[src/rtl/vend_dispense_sequencer.sv]
// rtl/vend_dispense_sequencer.sv - soda motor pulse then coin-by-coin change payout with stall timeouts
// Optional feature macro: VEND_DIME_HOPPER_EN (dime hopper path; nickel-only payout when undefined)
module vend_dispense_sequencer #(
    parameter int MAX_CHANGE  = 20,
    parameter int PULSE_CYC   = 4,
    parameter int TIMEOUT_CYC = 255
) (
    input  logic       clk,
    input  logic       rst,
    input  logic       req_valid,
    input  logic [4:0] req_change,
    output logic       req_ready,
    output logic       soda_motor,
    input  logic       motor_done,
    output logic       hopper_dime,
    output logic       hopper_nick,
    input  logic       hopper_ack,
    output logic       vend_done,
    output logic       busy,
    output logic       err,
    output logic [1:0] err_code,
    input  logic       err_clr,
    output logic [2:0] state_test
);

    typedef enum logic [2:0] {
        IDLE   = 3'd0,
        MOTOR  = 3'd1,
        MWAIT  = 3'd2,
        PAYSEL = 3'd3,
        PAY    = 3'd4,
        PWAIT  = 3'd5,
        DONE   = 3'd6,
        FAULT  = 3'd7
    } state_t;

    localparam int CNT_MAX = (PULSE_CYC > TIMEOUT_CYC) ? PULSE_CYC : TIMEOUT_CYC;
    localparam int CW      = $clog2(CNT_MAX + 1);
    localparam logic [CW-1:0] CNT_SAT   = CW'(CNT_MAX);
    localparam logic [CW-1:0] PULSE_END = CW'(PULSE_CYC - 1);
    localparam logic [CW-1:0] TMO_END   = CW'(TIMEOUT_CYC - 1);
    localparam logic [4:0]    MAX_C     = 5'(MAX_CHANGE);

    state_t        state, state_nxt;
    logic [CW-1:0] cnt;
    logic [4:0]    rem;
    logic          bad_change;
    logic          pulse_end;
    logic          timeout;
    logic [4:0]    coin_val;

    assign bad_change = (req_change > MAX_C) || ((req_change % 5'd5) != 5'd0);
    assign pulse_end  = (cnt == PULSE_END);
    assign timeout    = (cnt == TMO_END);

`ifdef VEND_DIME_HOPPER_EN
    logic coin_dime;
    assign coin_val    = coin_dime ? 5'd10 : 5'd5;
    assign hopper_dime = (state == PAY) && coin_dime;
    assign hopper_nick = (state == PAY) && !coin_dime;
`else
    assign coin_val    = 5'd5;
    assign hopper_dime = 1'b0;
    assign hopper_nick = (state == PAY);
`endif

    always_comb begin
        state_nxt  = state;
        req_ready  = 1'b0;
        soda_motor = 1'b0;
        vend_done  = 1'b0;
        busy       = 1'b1;
        err        = 1'b0;
        case (state)
            IDLE: begin
                busy      = 1'b0;
                req_ready = 1'b1;
                if (req_valid)
                    state_nxt = bad_change ? FAULT : MOTOR;
            end
            MOTOR: begin
                soda_motor = 1'b1;
                if (pulse_end)
                    state_nxt = MWAIT;
            end
            MWAIT: begin
                if (motor_done)
                    state_nxt = PAYSEL;
                else if (timeout)
                    state_nxt = FAULT;
            end
            PAYSEL: begin
                // rem is always a multiple of 5, so anything below a nickel means done
                state_nxt = (rem >= 5'd5) ? PAY : DONE;
            end
            PAY: begin
                if (pulse_end)
                    state_nxt = PWAIT;
            end
            PWAIT: begin
                if (hopper_ack)
                    state_nxt = PAYSEL;
                else if (timeout)
                    state_nxt = FAULT;
            end
            DONE: begin
                vend_done = 1'b1;
                state_nxt = IDLE;
            end
            FAULT: begin
                busy = 1'b0;
                err  = 1'b1;
                if (err_clr)
                    state_nxt = IDLE;
            end
            default: state_nxt = IDLE;
        endcase
    end

    always_ff @(posedge clk or posedge rst) begin
        if (rst) begin
            state    <= IDLE;
            cnt      <= '0;
            rem      <= '0;
            err_code <= 2'b00;
`ifdef VEND_DIME_HOPPER_EN
            coin_dime <= 1'b0;
`endif
        end else begin
            state <= state_nxt;
            // one counter serves both pulse width and wait timeout; it restarts on every state change
            if (state_nxt != state)
                cnt <= '0;
            else if (cnt != CNT_SAT)
                cnt <= cnt + 1'b1;
            case (state)
                IDLE: begin
                    if (req_valid) begin
                        if (bad_change) err_code <= 2'b01;
                        else            rem      <= req_change;
                    end
                end
                MWAIT: begin
                    if (!motor_done && timeout) err_code <= 2'b10;
                end
`ifdef VEND_DIME_HOPPER_EN
                PAYSEL: coin_dime <= (rem >= 5'd10);
`endif
                PWAIT: begin
                    if (hopper_ack)   rem      <= rem - coin_val;
                    else if (timeout) err_code <= 2'b11;
                end
                FAULT: begin
                    if (err_clr) begin
                        err_code <= 2'b00;
                        rem      <= '0;
                    end
                end
                default: ;
            endcase
        end
    end

    assign state_test = state;

endmodule
[config.mk]
export PLATFORM = sky130hd
export DESIGN_NAME = vend_dispense_sequencer
export DESIGN_NICKNAME = d
export VERILOG_FILES = /design/src/rtl/vend_dispense_sequencer.sv
export SDC_FILE = /design/constraint.sdc
export NUM_CORES = 1
export LEC_CHECK = 0
export BUFFER_PORTS_ARGS = -buffer_cell sky130_fd_sc_hd__buf_2
export CORE_MARGIN = 5
export CORE_UTILIZATION = 56
export DETAILED_ROUTE_END_ITERATION = 10
export PLACE_DENSITY = 0.85
export SETUP_SLACK_MARGIN = 0.1
export SLEW_MARGIN = 10
export SYNTH_ARGS = -nofsm -noshare
export SYNTH_HDL_FRONTEND = slang
export SYNTH_SLANG_ARGS = --single-unit
[constraint.sdc]
create_clock -name clk -period 2.2 [get_ports clk]
set_input_delay 0 -clock clk [delete_from_list [all_inputs] [get_ports clk]]
set_output_delay 0 -clock clk [all_outputs]
set_load 0.01 [all_outputs]
# == Word-level counts from Yosys, hierarchy flattened ==
# Index checks and enable logic that the tools add are counted.
# totals
reg_bits,18
in_bits,11
output_inout_bits,12
wordCells,68
# classes
n_addsub,2
div,1
n_lt_le_gt_ge,2
eq_ne,19
muxes,29
reduce_logical,11
# op_table
cell,count
3-bit 2-to-1 mux,8
3-bit case mux with 8 select lines,1
5-bit 2-to-1 mux,4
8-bit 2-to-1 mux,2
2-bit != test (second input constant),8
5-bit case mux with 3 select lines,1
2-bit 2-to-1 mux,7
3-bit equality test (second input constant),4
8-bit by 1-bit adder with 8-bit output (second input constant),1
8-bit by 2-bit equality test with 1-bit output (second input constant),1
8-bit equality test (second input constant),1
8-bit != test (second input constant),1
2-bit case mux with 4 select lines,1
7-bit AND reduction,1
3-bit by 2-bit equality test with 1-bit output (second input constant),2
5-bit by 3-bit greater-or-equal comparator with 1-bit output (second input constant),1
5-bit > comparator (second input constant),1
5-bit by 3-bit remainder unit with 5-bit output (second input constant),1
1-bit 2-to-1 mux,5
5-bit AND reduction,1
5-bit nonzero test,1
5-bit by 3-bit subtractor with 5-bit output (second input constant),1
4-bit nonzero test,1
3-bit by 1-bit equality test with 1-bit output (second input constant),1
other kinds (8),8

# == Logic depth before layout (Yosys ltp) ==
# logic_depth
depth_word,8
depth_mapped,8

# == Worst setup path after synthesis ==
# Ideal clock, no wire load.
# synth_path
path_kind,flip-flop to flip-flop
start,"register state[2], in the netlist state_test[2]"
end,register cnt[1]
setup_ns,0.087
arrival_time_ns,1.818
required_ns,2.113
setup_slack_ns,0.295
stages_incl_launch_ff,9
path_buffers,2
synth_period_minus_slack_ns,1.905
cell_sequence,dfrtp_1 > buf_2 > and3b_1 > buf_6 > a221oi_4 > o211a_1 > a32o_2 > o311ai_4 > a211oi_2
# synth_via
elab_chain_cells,5
elab_cells_between_ends,19
classes_between,8 x eq/ne; 9 x mux; 2 x reduce/logical
# synth_rtl
item,line,rtl
from (decl),44,"state_t state, state_nxt;"
from (signal assigned),130,state <= state_nxt;
3-bit 2-to-1 mux,"89, 103",
"3-bit 2-to-1 mux, on equally long branches","101, 87",
3-bit case mux with 8 select lines,74,case (state)
3-bit != test *,132,if (state_nxt != state)
8-bit 2-to-1 mux or 2-bit nonzero test (tied branches),-,
to (signal assigned),135,cnt <= cnt + 1'b1;
to (decl),45,logic [CW-1:0] cnt;
# Mark *: on every way between the ends. The rest lies on a longest branch, timed or not.
# A chain may end at the register's enable or synchronous reset.

# == Worst setup path in the final report ==
# layout_path
start,register cnt[0]
end,register err_code[0]
# layout_via
elab_chain_cells,4
elab_cells_between_ends,5
classes_between,3 x eq/ne; 2 x reduce/logical
# layout_rtl
item,line,rtl
8-bit equality test *,54,assign timeout = (cnt == TMO_END);
1-bit logical AND,144,if (!motor_done && timeout) err_code <= 2'b10;
2-bit != test (no source line),-,
7-bit AND reduction (no source line) *,-,
to (signal assigned),144,
to (signal assigned),151,else if (timeout) err_code <= 2'b11;
to (signal assigned),155,err_code <= 2'b00;
to (decl),21,"output logic [1:0] err_code,"
# Marks and branches as above.

==> summary.md <==
| Metric | Value |
|---|---|
| Synthesized cell area | 1414 um2 |
| Leading cell type in the layout, fill and taps excluded | buf_2 |
| Final setup TNS | 0 ns |
| Fin crit period | 2.021 ns |
| Die H | 60.25 um |
| Starting Density | 57.59% |
| Hpwl dp | 2.680 mm |
| Worst-Margin Slew | 0.6889 ns |
| P&R area growth vs syn | 20.09% |
| Unique masters post-synth | 50 |
| Leakage | 0.7563 nW |
| Max Buffers Root-to-Sink | 2 |
| Share of post-route cells with drive strength above 1 | 27.92% |
| Worst EP arrival | 2.22 ns |
| Placed cells | 219 |
| Critical path type | reg2reg |
| First-pass GRT wire length | 6.216 mm |
| Multi-input gate area | 932.1 um2 |
| Slew Limit Headroom | 54.02% |
| CP Max Fanout | 5 |
| Routed vias/inst | 6.586 |
| Die extent in x | 60.25 um |
| RSZ-0062 raised after global routing | yes |
| Post-synth ARST share | 100.0% |
| # diodes | 0 |
| # clock sinks | 18 |
| Clock-pin slew on the worst setup and hold paths | 0.11 ns |
| WP data required | 2.40 ns |
| Syn nets | 183 |
| Hold Slack | 0.03278 ns |
| Slowest cell on crit path | dfrtp_1 |
| Post-synthesis sequential area ratio | 31.86% |
| Most frequent cells in the layout | 21 x buf_2, 19 x nor2_1, 15 x dfrtp_1, 11 x a21oi_1, 11 x buf_4 |
| Avg Inst Size Synth | 8.466 um2 |
| Final hold violation count | 0 |
| GR Overflow Total | 0 |
| Post-route insts no fill | 227 |
| CTS root buf | clkbuf_4 |
| Initial antenna violation count | 0 |
| Peak supply drop | 1.003 mV |
| Register Area | 454.2 um2 |
| Final Skew | 0.003301 ns |
| DR iter-0 viols | 113 |
| I/O pin count | 23 |
| Max frequency | 494.8 MHz |
| Drt wl/cell | 17.07 um |
| Max-cap viol count | 0 |
| PortBufs | 21 |
| CTS buffer count | 3 |
| Startpoint type of the worst setup path | register |
| Fillers | 185 |
| Final wirelength | 3.876 mm |
| CP cell instances | inv_1 > ha_1 > and3_4 > nand2_4 > o21ai_2 > o21ai_1 > nor4_2 > mux2_2 |
| Cells after synthesis | 167 |
| Critical path's largest stage delay | 0.43 ns |
| Max-slew violations | 0 |
| Drt pass-1 iters | 4 |
| TritonCTS clock tree | yes |
| DRC | 0 |
| Outcome | complete, no violations |
| Worst skew pair latency | 0.30 ns |
| Routed vias | 1495 |
| Placeable Area | 2455 um2 |
| CP delay by family, top | simple AND/OR/NAND/NOR gates |
| Number of flops mapped to enable cells by yosys | 0 |
| Period utilization | 91.87% |
| Antenna-violating nets left | 0 |
| Worst Path Buf+Inv | 1 |
| Number of synthesis warnings | 0 |
| Die area | 3629 um2 |
| # H-tree levels | 1 |
| Pin count of the biggest net entering global routing | 19 |
| Nets | 214 |
| Critical Path Sink Type | register |
| Final Wtd Congestion | 0.9327 |
| Class of the worst hold path | in2reg |
| Vias in the first global route | 1371 |
| Total Power | 0.002260 W |
| Ys flop type | dfrtp_1 |
| FP Rows | 18 |
| Total GRT Usage | 22.55% |
| R2r setup slk | 0.18 ns |
| Setup violators final | 0 |
| #FFs+latches synth | 18 |
| PD cells | 1331 nW/um2 |
## cell type report
| cell class | instances | area share [%] |
|---|---|---|
| inverters | 8 | 1.769 |
| well taps | 30 | 2.211 |
| flip-flops and latches | 18 | 26.75 |
| clock buffers | 4 | 2.137 |
| multi-input cells | 133 | 54.90 |
| repair buffers | 34 | 12.23 |
## metal layers
layer | share of wire [%] | track usage [%] | vias to the layer above
li1 | - | - | 676
met1 | 40 | 27.45 | 698
met5 | 0 | 0 | -
met2 | 45 | 35.80 | 98
met3 | 11 | 5.616 | 23
met4 | 4.6 | 12.97 | 0
## kinds of logic (layout without fill, tap and decap cells)
| group | after synthesis | in the layout | share of synthesized area, % |
|---|---|---|---|
| xor gates and xnor gates | 6 | 6 | 3.717 |
| other | 1 | 1 | 0.2652 |
| adders and majority gates | 5 | 5 | 4.425 |
| AOI/OAI and AO/OA | 43 | 43 | 23.54 |
| and+or+nand+nor | 74 | 74 | 27.88 |
| buffers and inverters | 16 | 46 | 5.310 |
| DFF | 18 | 18 | 31.86 |
| muxes | 4 | 4 | 3.009 |
## what timing repair did
item	4_1_cts	5_1_grt
setup buffers	0	2
resized for setup	1	13
endpoints found under the hold margin	19	0
hold buffers	2	0
endpoints found under the setup margin	2	11
pin swaps	0	4
## worst min-delay path, stage by stage
cell and delay, ns:
buf_2 0.13, nand3b_1 0.09, nand3_1 0.08
## Yosys cell counts, types with 3 or more instances
cell | count | area [um2]
nand3_1 | 7 | 35.03
nor3_1 | 6 | 30.03
xor2_1 | 4 | 35.03
o21ai_0 | 7 | 35.03
buf_2 | 3 | 15.01
nor2b_1 | 6 | 37.54
clkbuf_1 | 3 | 11.26
dfrtp_1 | 18 | 450.4
o211ai_1 | 3 | 22.52
nor2_1 | 20 | 75.07
ha_1 | 5 | 62.56
inv_1 | 8 | 30.03
a31oi_1 | 5 | 31.28
a21oi_1 | 11 | 55.05
and2_1 | 3 | 18.77
nand4_1 | 5 | 31.28
nand2_1 | 10 | 37.54
## state kept, by name (all words and copies together), names as in the netlist
register,flops
cnt,8
rem,5
state_test,3
err_code,2
## stage by stage
step | instance area [um2] | utilization, % | setup slack, ns
floorplan | 1414 | - | 0.2951
global placement | 1579 | 64.32 | 0.1510
detailed placement | 1579 | 64.32 | 0.09835
CTS | 1642 | 66.87 | 0.1516
global route | 1698 | 69.16 | 0.07957
finish | 1698 | 69.16 | 0.1788
## report_power, final
| part | total (W) | switching, W | internal, W |
|---|---|---|---|
| sequential | 0.000579 | 0.000137 | 0.000442 |
| combinational | 0.00147 | 0.000838 | 0.000628 |
| clock | 0.000215 | 0.000115 | 0.000101 |
| total | 0.00226 | 0.00109 | 0.00117 |
## path summary, 6_finish.rpt
kind,depth (start not counted),endpoint,startpoint
worst max-delay path,8,err_code[0],cnt[0]
max in group asynchronous,3,state_test[0],rst
worst max register to register,8,err_code[0],cnt[0]
min in group asynchronous,3,rem[0],rst
worst min-delay path,3,rem[2],req_change[2]
worst min register to register,1,err_code[0],err_code[0]
No activity file was read; power rests on OpenSTA's default activity.
